[config.mk]
export PLATFORM = sky130hd
export DESIGN_NAME = regfile_writeback
export DESIGN_NICKNAME = d
export VERILOG_FILES = /design/src/rtl/regfile_writeback.sv
export SDC_FILE = /design/constraint.sdc
export NUM_CORES = 1
export LEC_CHECK = 0
export CAP_MARGIN = 5
export CORE_MARGIN = 5
export CORE_UTILIZATION = 52
export CTS_BUF_LIST = sky130_fd_sc_hd__clkbuf_16
export CTS_CLUSTER_DIAMETER = 50
export DETAILED_ROUTE_END_ITERATION = 8
export PLACE_DENSITY = 0.94
export SYNTH_ARGS = -nofsm -noshare
export SYNTH_HDL_FRONTEND = slang
export SYNTH_SLANG_ARGS = --single-unit
[constraint.sdc]
create_clock -name I_CLK -period 4 [get_ports I_CLK]
set_clock_uncertainty 0.05 [all_clocks]
set_input_delay 1 -clock I_CLK [delete_from_list [all_inputs] [get_ports I_CLK]]
set_output_delay 1 -clock I_CLK [all_outputs]
set_load 0.05 [all_outputs]
[src/rtl/regfile_writeback.sv]
// CR16 writeback stage: merges in-order load returns and ALU results into one
// register-file write per cycle, and tracks registers with loads in flight.
module regfile_writeback #(
    parameter int LOAD_DEPTH = 2,
    parameter int DATA_WIDTH = 16,
    parameter int REG_COUNT  = 16
) (
    input  logic                         I_CLK,
    input  logic                         I_RESET,
    input  logic                         I_ALU_VALID,
    input  logic [$clog2(REG_COUNT)-1:0] I_ALU_DEST,
    input  logic [DATA_WIDTH-1:0]        I_ALU_RESULT,
    output logic                         O_ALU_READY,
    input  logic                         I_LOAD_ISSUE,
    input  logic [$clog2(REG_COUNT)-1:0] I_LOAD_DEST,
    output logic                         O_LOAD_READY,
    input  logic                         I_MEM_VALID,
    input  logic [DATA_WIDTH-1:0]        I_MEM_DATA,
    output logic [DATA_WIDTH-1:0]        O_REG_BUS,
    output logic [REG_COUNT-1:0]         O_REG_ENABLE,
    output logic [REG_COUNT-1:0]         O_REG_BUSY,
    output logic                         O_ERR
);
    localparam int DEST_W = $clog2(REG_COUNT);
    localparam int PTR_W  = (LOAD_DEPTH > 1) ? $clog2(LOAD_DEPTH) : 1;

    logic [DEST_W-1:0]     fifo_mem_q [LOAD_DEPTH];
    logic [DEST_W-1:0]     fifo_mem_d [LOAD_DEPTH];
    logic [LOAD_DEPTH-1:0] slot_vld_q, slot_vld_d;
    logic [PTR_W-1:0]      rd_ptr_q, rd_ptr_d;
    logic [PTR_W-1:0]      wr_ptr_q, wr_ptr_d;
    logic                  skid_vld_q, skid_vld_d;
    logic [DEST_W-1:0]     skid_dest_q;
    logic [DATA_WIDTH-1:0] skid_data_q;
    logic [DATA_WIDTH-1:0] reg_bus_q, reg_bus_d;
    logic [REG_COUNT-1:0]  reg_en_q, reg_en_d;
    logic [REG_COUNT-1:0]  reg_busy_q, reg_busy_d;
    logic                  err_q, err_d;

    logic                  fifo_full, fifo_empty;
    logic                  mem_pop, alu_acc, load_push, skid_load;
    logic                  wr_en;
    logic [DEST_W-1:0]     wr_dest;

    always_comb begin
        // Per-slot valid bits make full/empty a single lookup at each pointer.
        fifo_full  = slot_vld_q[wr_ptr_q];
        fifo_empty = !slot_vld_q[rd_ptr_q];
        mem_pop    = I_MEM_VALID && !fifo_empty;
        alu_acc    = I_ALU_VALID && !skid_vld_q;
        load_push  = I_LOAD_ISSUE && !fifo_full;

        fifo_mem_d = fifo_mem_q;
        slot_vld_d = slot_vld_q;
        rd_ptr_d   = rd_ptr_q;
        wr_ptr_d   = wr_ptr_q;
        if (mem_pop) begin
            slot_vld_d[rd_ptr_q] = 1'b0;
            rd_ptr_d             = rd_ptr_q + PTR_W'(1);
        end
        if (load_push) begin
            fifo_mem_d[wr_ptr_q] = I_LOAD_DEST;
            slot_vld_d[wr_ptr_q] = 1'b1;
            wr_ptr_d             = wr_ptr_q + PTR_W'(1);
        end

        wr_en      = 1'b0;
        wr_dest    = '0;
        reg_bus_d  = reg_bus_q;
        skid_vld_d = skid_vld_q;
        skid_load  = 1'b0;
        if (mem_pop) begin
            wr_en     = 1'b1;
            wr_dest   = fifo_mem_q[rd_ptr_q];
            reg_bus_d = I_MEM_DATA;
            if (alu_acc) begin
                skid_vld_d = 1'b1;
                skid_load  = 1'b1;
            end
        end else if (skid_vld_q) begin
            wr_en      = 1'b1;
            wr_dest    = skid_dest_q;
            reg_bus_d  = skid_data_q;
            skid_vld_d = 1'b0;
        end else if (alu_acc) begin
            wr_en     = 1'b1;
            wr_dest   = I_ALU_DEST;
            reg_bus_d = I_ALU_RESULT;
        end

        reg_en_d = '0;
        if (wr_en) reg_en_d[wr_dest] = 1'b1;

        // Busy reflects the FIFO as it will stand after this edge.
        reg_busy_d = '0;
        for (int i = 0; i < LOAD_DEPTH; i++) begin
            if (slot_vld_d[i]) reg_busy_d[fifo_mem_d[i]] = 1'b1;
        end

        err_d = err_q || (I_MEM_VALID && fifo_empty);
    end

    always_ff @(posedge I_CLK) begin
        if (I_RESET) begin
            slot_vld_q <= '0;
            rd_ptr_q   <= '0;
            wr_ptr_q   <= '0;
            skid_vld_q <= 1'b0;
            reg_bus_q  <= '0;
            reg_en_q   <= '0;
            reg_busy_q <= '0;
            err_q      <= 1'b0;
        end else begin
            slot_vld_q <= slot_vld_d;
            rd_ptr_q   <= rd_ptr_d;
            wr_ptr_q   <= wr_ptr_d;
            skid_vld_q <= skid_vld_d;
            reg_bus_q  <= reg_bus_d;
            reg_en_q   <= reg_en_d;
            reg_busy_q <= reg_busy_d;
            err_q      <= err_d;
        end
    end

    // Payload storage is qualified by the valid bits above, so it needs no reset.
    always_ff @(posedge I_CLK) begin
        fifo_mem_q <= fifo_mem_d;
        if (skid_load) begin
            skid_dest_q <= I_ALU_DEST;
            skid_data_q <= I_ALU_RESULT;
        end
    end

    assign O_ALU_READY  = !skid_vld_q;
    assign O_LOAD_READY = !fifo_full;
    assign O_REG_BUS    = reg_bus_q;
    assign O_REG_ENABLE = reg_en_q;
    assign O_REG_BUSY   = reg_busy_q;
    assign O_ERR        = err_q;
endmodule

==> impl_metrics.toml, run 1 <==
[cells_and_area]
layout.core_utilization_pct = 72.0
area_delta_synth_final_pct = 35.7
number_of_nets_in_the_final_layout = 511
diodes = 0
fillers = 437
postLayoutCellArea_um2 = 4840
final_layout_size_suffix_gt1_share_pct = 7.64

[worst_hold_path]
hold_removal_path_class = "flip-flop to flip-flop"
worst_hold_path.num_cells = 2

[grt]
gr-usage-met1_pct = 28.2
first_global_vias = 3191
grt_start_max_net_pins = 47
grt.busiest_layer = "met2"
gr-usage-all-layers_pct = 23.2
globalRouteMet2Util_pct = 39.4
grt_first_pass_wirelength_um = 15800
groute.layer.met3.usage_pct = 5.52
number_of_antenna_violations_at_the_first_check_in_global_routing = 0
grt.overflow.total = 0

[power_and_ir_drop]
sequentialPowerShare_pct = 42.4
ir_worst_vdd_uv = 280
pwr_density_cell_nw_per_um2 = 468
netSwitchingFraction_pct = 28.5
pwr-share-comb_pct = 19.6
internal_power_mw = 1.62
p_leak_nw = 1.80
clock_power_share_pct = 37.9
p_switching_uw = 646

[sta]
tightest_slew_ns = 0.773
timing.fmax_ghz = 0.347
grt_setup_unrepaired = "no"
finalSetupViolations = 0
report.final.hold_viol_count = 0
min_period_over_period_pct = 72.1
slew-limit-headroom_pct = 48.3
totalNegativeSetupSlack_ns = 0
timing.final.max_slew_violations = 0
timing.final.crit_period_ns = 2.89

[yosys]
synth_top_area_cell = "sky130_fd_sc_hd__dfxtp_1"
total_nets_after_synthesis = 423
synthesis.area_um2 = 3570
synth_warnings = 0
post_synth_most_frequent_cells = "sky130_fd_sc_hd__nand2_1, sky130_fd_sc_hd__dfxtp_1, sky130_fd_sc_hd__mux2i_1, sky130_fd_sc_hd__nor2_1, sky130_fd_sc_hd__a21oi_1"
most_common_cell_in_the_synthesized_netlist = "sky130_fd_sc_hd__nand2_1"
asyncSetResetFlopFracSynth_pct = 0
syn_inst = 378
biggest_area_contributors_in_the_synthesized_netlist = "sky130_fd_sc_hd__dfxtp_1, sky130_fd_sc_hd__edfxtp_1, sky130_fd_sc_hd__nand2_1"
synth.avg_cell_area_um2 = 9.44
synth_cell_type_count = 47
synth_largest_type_area_fraction_pct = 34.8
ys_dominant_reg_cell = "sky130_fd_sc_hd__dfxtp_1"
synth_edf_count = 20
synth_sequential_area_ratio_pct = 51.6
synth_seq_cells = 82

[route]
routed_wire_length_per_instance_um = 18.1
detail_route.vias_per_cell = 6.04
detailedRoute.firstIterationViolations = 347
drcViolationCount = 0
antenna_violating_nets_post_route = 0
via_count = 3328
totalWireLength_um = 9970
drt_pre_antenna_iters = 5

[outcome]
run_status = "finished clean"

[placement]
detailed_place_hpwl_um = 6770
placement.cell_area_um2 = 4530
port_buffers = 95
gp_congestion = 0.873

[clocking]
tritoncts.num_buffers = 9
clkLatencyLatePin_ns = 0.34
ctsHoldBuffers = 0
clockRootBuffer = "sky130_fd_sc_hd__clkbuf_16"
h-tree-depth = 3
clkSinkCount = 82
clkSlewWorstSetupHoldPaths_ns = 0.06
cts_tree = "yes"
cts-resized-gates = 0
cts_setup_buffers = 0
cts-root-to-sink-buffers = 2

[worst_setup_path]
slowest_delay_ns = 0.83
reg2reg_depth = 4
critical_path_class = "flip-flop to output pin"
crit_required_ns = 2.95
path_buf_inv = 1
arr_time_crit_path_ns = 1.84
timing.critical_path.to_type = "output pin"
cp_max_fo = 6
crit_start_category = "flip-flop"
crit_path_cell_trace = "mux2i_1, clkdlybuf4s50_1"
crit_family = "buffers and inverters"
cp.depth = 2
critical-path-slowest-cell = "sky130_fd_sc_hd__clkdlybuf4s50_1"

[floorplan]
row_count = 30
start_util_pct = 53.1
die_h_um = 92.8
core-area_um2 = 6720
die_area_um2 = 8620
ios = 96
die_width_um = 92.8

[flow_run]
max-cap-violations = 0
## power groups by stage
stage	Sequential [mW]	Combinational (mW)	Clock [mW]
5_1_grt	0.968	0.472	0.896
2_1_floorplan	1.04	0.214	0
4_1_cts	0.957	0.439	0.863
3_5_place_dp	0.975	0.431	0
3_3_place_gp	0.971	0.420	0
6_report	0.961	0.445	0.860
## final cells by class
class | instances | area [um^2] | share of cell area (%)
Timing Repair Buffer | 100 | 988 | 20.4
Clock buffer | 9 | 225 | 4.65
Sequential cell | 82 | 1840 | 38.1
Multi-Input combinational cell | 268 | 1580 | 32.6
Tap cell | 80 | 100 | 2.07
Clock inverter | 7 | 86.3 | 1.78
Inverter | 5 | 18.8 | 0.388
## path summary, 6_finish.rpt
path | startpoint | end | slack, ns
max reg2reg | rd_ptr_q | O_REG_ENABLE[14] | 1.69
min | O_ERR | O_ERR | 0.46
max | wr_ptr_q | O_LOAD_READY | 1.11
min reg2reg | O_ERR | O_ERR | 0.46
## logic make-up after synthesis
| logic type | count (synthesis) | synth area share [%] |
|---|---|---|
| flops | 82 | 51.6 |
| mux | 29 | 8.28 |
| compound gates | 85 | 15.5 |
| buf+inv | 28 | 4.10 |
| simple gates | 154 | 20.5 |
## tightest hold or removal path: cells and delay by family, from the launching register on
kind            cells  cell delay (ns)
flops               1             0.35
simple gates        1             0.07
compound gates      1             0.05
## flip-flops by register name, indices dropped and copies added (netlist names), 2 cells and up
register,count
O_REG_BUS,16
fifo_mem_q,8
skid_data_q,16
slot_vld_q,2
O_REG_ENABLE,16
O_REG_BUSY,16
skid_dest_q,4
## layout by cell type (no fill, tap or decap), types with 4 or more instances in the layout
cell and count:
sky130_fd_sc_hd__nor3_1 5, sky130_fd_sc_hd__edfxtp_1 20, sky130_fd_sc_hd__buf_4 5, sky130_fd_sc_hd__inv_1 7, sky130_fd_sc_hd__a32oi_1 4, sky130_fd_sc_hd__nor2_1 24
sky130_fd_sc_hd__clkdlybuf4s50_1 95, sky130_fd_sc_hd__dfxtp_1 62, sky130_fd_sc_hd__or2_2 4, sky130_fd_sc_hd__o21ai_0 16, sky130_fd_sc_hd__a21o_1 8, sky130_fd_sc_hd__nand2_1 78
sky130_fd_sc_hd__nand3_1 7, sky130_fd_sc_hd__nor2b_1 8, sky130_fd_sc_hd__o22ai_1 15, sky130_fd_sc_hd__a21oi_1 22, sky130_fd_sc_hd__clkbuf_16 9, sky130_fd_sc_hd__nand3b_1 8
sky130_fd_sc_hd__mux2i_1 25, sky130_fd_sc_hd__mux2_2 4
## metal layers
metal | share of wire [%] | wire length (um) | vias to the layer above
met5 | 0 | 0 | -
met4 | 2.4 | 237 | 0
met3 | 7.4 | 735 | 23
met2 | 51 | 5030 | 191
met1 | 40 | 3960 | 1588
li1 | - | - | 1526
## metrics by stage
stage / total power [mW] / worst slack [ns] / cells / hold slack [ns]
after floorplan: 1.25 / 1.67 / 378 / 0.416
after detailed placement: 1.41 / 0.968 / 535 / 0.436
after global placement: 1.39 / 1.05 / 535 / 0.404
after CTS: 2.26 / 1.11 / 551 / 0.453
final: 2.27 / 1.11 / 551 / 0.456
after global routing: 2.34 / 1.05 / 551 / 0.479
Note: power is estimated with default switching activity, not from simulation.
==> run 2: changes to the inputs <==
- CORE_UTILIZATION: 52 -> 48
- PLACE_DENSITY: 0.94 -> 0.88
- clock period: 4 -> 2.7 ns (I/O delays scaled with it)
==> run 2 against run 1 <==
Effect of this change: sequential share of layout area down 0.85 points; utilization shrank 3.8 points; flip-flop and latch count did not move; sequential power rose by 48%; global-route usage shrank 2.1 points; combinational power is 49% higher; clock-buffer cell count unchanged; register-to-register slack worse by 1.1 ns; first-iteration DRC count is 32% lower; clock power is 50% higher; largest cell class unchanged.
==> impl_metrics.toml, run 2 (synthesis results as in run 1) <==
[outcome]
run_status = "finished clean"

[grt]
first_global_vias = 3167
grt.overflow.total = 0
number_of_antenna_violations_at_the_first_check_in_global_routing = 0
grt_start_max_net_pins = 25
grt_first_pass_wirelength_um = 15100
gr-usage-all-layers_pct = 21.0

[clocking]
cts-root-to-sink-buffers = 2
cts_tree = "yes"
ctsHoldBuffers = 0
clockRootBuffer = "sky130_fd_sc_hd__clkbuf_16"
h-tree-depth = 3
clkSlewWorstSetupHoldPaths_ns = 0.06
clkSinkCount = 82
cts-resized-gates = 0
tritoncts.num_buffers = 9
cts_setup_buffers = 0
clkLatencyLatePin_ns = 0.34

[route]
antenna_violating_nets_post_route = 0
detailedRoute.firstIterationViolations = 237
drt_pre_antenna_iters = 5
totalWireLength_um = 9620
detail_route.vias_per_cell = 5.52
drcViolationCount = 0
routed_wire_length_per_instance_um = 16.6
via_count = 3195

[cells_and_area]
number_of_nets_in_the_final_layout = 521
final_layout_size_suffix_gt1_share_pct = 10.0
layout.cells.most_common = "sky130_fd_sc_hd__clkdlybuf4s50_1"
diodes = 0
fillers = 552
mostFrequentLayoutCells = "sky130_fd_sc_hd__clkdlybuf4s50_1, sky130_fd_sc_hd__nand2_1, sky130_fd_sc_hd__dfxtp_1, sky130_fd_sc_hd__mux2i_1, sky130_fd_sc_hd__nor2_1"
layout.core_utilization_pct = 68.2
area_delta_synth_final_pct = 38.8

[worst_setup_path]
cp_max_fo = 9
crit_required_ns = 2.86
crit_family = "buffers and inverters"
critical-path-slowest-cell = "sky130_fd_sc_hd__clkdlybuf4s50_1"
crit_start_category = "input port"
crit_path_cell_trace = "clkdlybuf4s50_1, or3b_1, buf_4, nand3b_1, a21o_1, o32ai_1"
slowest_delay_ns = 0.46
critical_path_class = "input port to flip-flop"
path_buf_inv = 2
timing.critical_path.to_type = "flip-flop"
arr_time_crit_path_ns = 2.47

[floorplan]
core-area_um2 = 7250
die_area_um2 = 9260
start_util_pct = 49.2
die_width_um = 96.2
ios = 96
die_h_um = 96.2
row_count = 31

[sta]
tightest_slew_ns = 0.742
finalSetupViolations = 0
min_period_over_period_pct = 85.4
grt_setup_unrepaired = "no"
slew-limit-headroom_pct = 50.5
timing.fmax_ghz = 0.434
report.final.hold_viol_count = 0
timing.final.crit_period_ns = 2.31
totalNegativeSetupSlack_ns = 0
timing.final.max_slew_violations = 0

[power_and_ir_drop]
ir_worst_vdd_uv = 404
pwr_density_cell_nw_per_um2 = 682
p_leak_nw = 1.84

[flow_run]
max-cap-violations = 0

[worst_hold_path]
hold_removal_path_class = "flip-flop to flip-flop"

[placement]
gp_congestion = 0.865
port_buffers = 95
detailed_place_hpwl_um = 6850
[run 2: cell type report]
type	count	area, um^2	share of cell area (%)
clock inverters	6	90.1	1.82
repair buffers	110	1070	21.6
inverters	5	18.8	0.379
well taps	99	124	2.50
flip-flops and latches	82	1840	37.2
multi-input cells	268	1580	31.9
clock buffers	9	225	4.55
[run 2: tightest hold or removal path: cells and delay by family (launching register included)]
kind            cells  cell delay, ns
compound gates      1            0.05
flops               1            0.33
simple gates        1            0.07
[run 2: path summary, 6_finish.rpt]
check | slack [ns] | start | cells after the start | to
worst min register to register | 0.44 | O_ERR | 2 | O_ERR
worst max register to register | 0.55 | rd_ptr_q | 4 | O_REG_ENABLE[7]
worst min-delay path | 0.44 | O_ERR | 2 | O_ERR
worst max-delay path | 0.39 | I_LOAD_ISSUE | 6 | O_REG_BUSY[4]
[run 2: report_power, final]
part | internal [mW] | switching [mW]
combinational | 0.277 | 0.389
sequential | 1.34 | 0.0876
clock | 0.809 | 0.479
total | 2.42 | 0.955
[run 2: stage by stage]
stage	hold WS, ns	worst slack (ns)	cell area (um^2)	cells	total power [mW]
6_report	0.435	0.394	4950	579	3.38
5_1_grt	0.501	0.295	4950	579	3.51
4_1_cts	0.445	0.407	4950	579	3.38
3_5_place_dp	0.427	0.0695	4630	564	2.10
3_3_place_gp	0.406	0.156	4630	564	2.08
2_1_floorplan	0.416	0.699	3570	378	1.86
[run 2: layer usage]
| layer | global-route usage, % | part of all wire, % | up-vias |
|---|---|---|---|
| met4 | 8.06 | 1.7 | 0 |
| met1 | 26.1 | 41 | 1508 |
| met2 | 35.1 | 50 | 132 |
| li1 | - | - | 1540 |
| met3 | 5.16 | 7.0 | 15 |
| met5 | 0 | 0 | - |
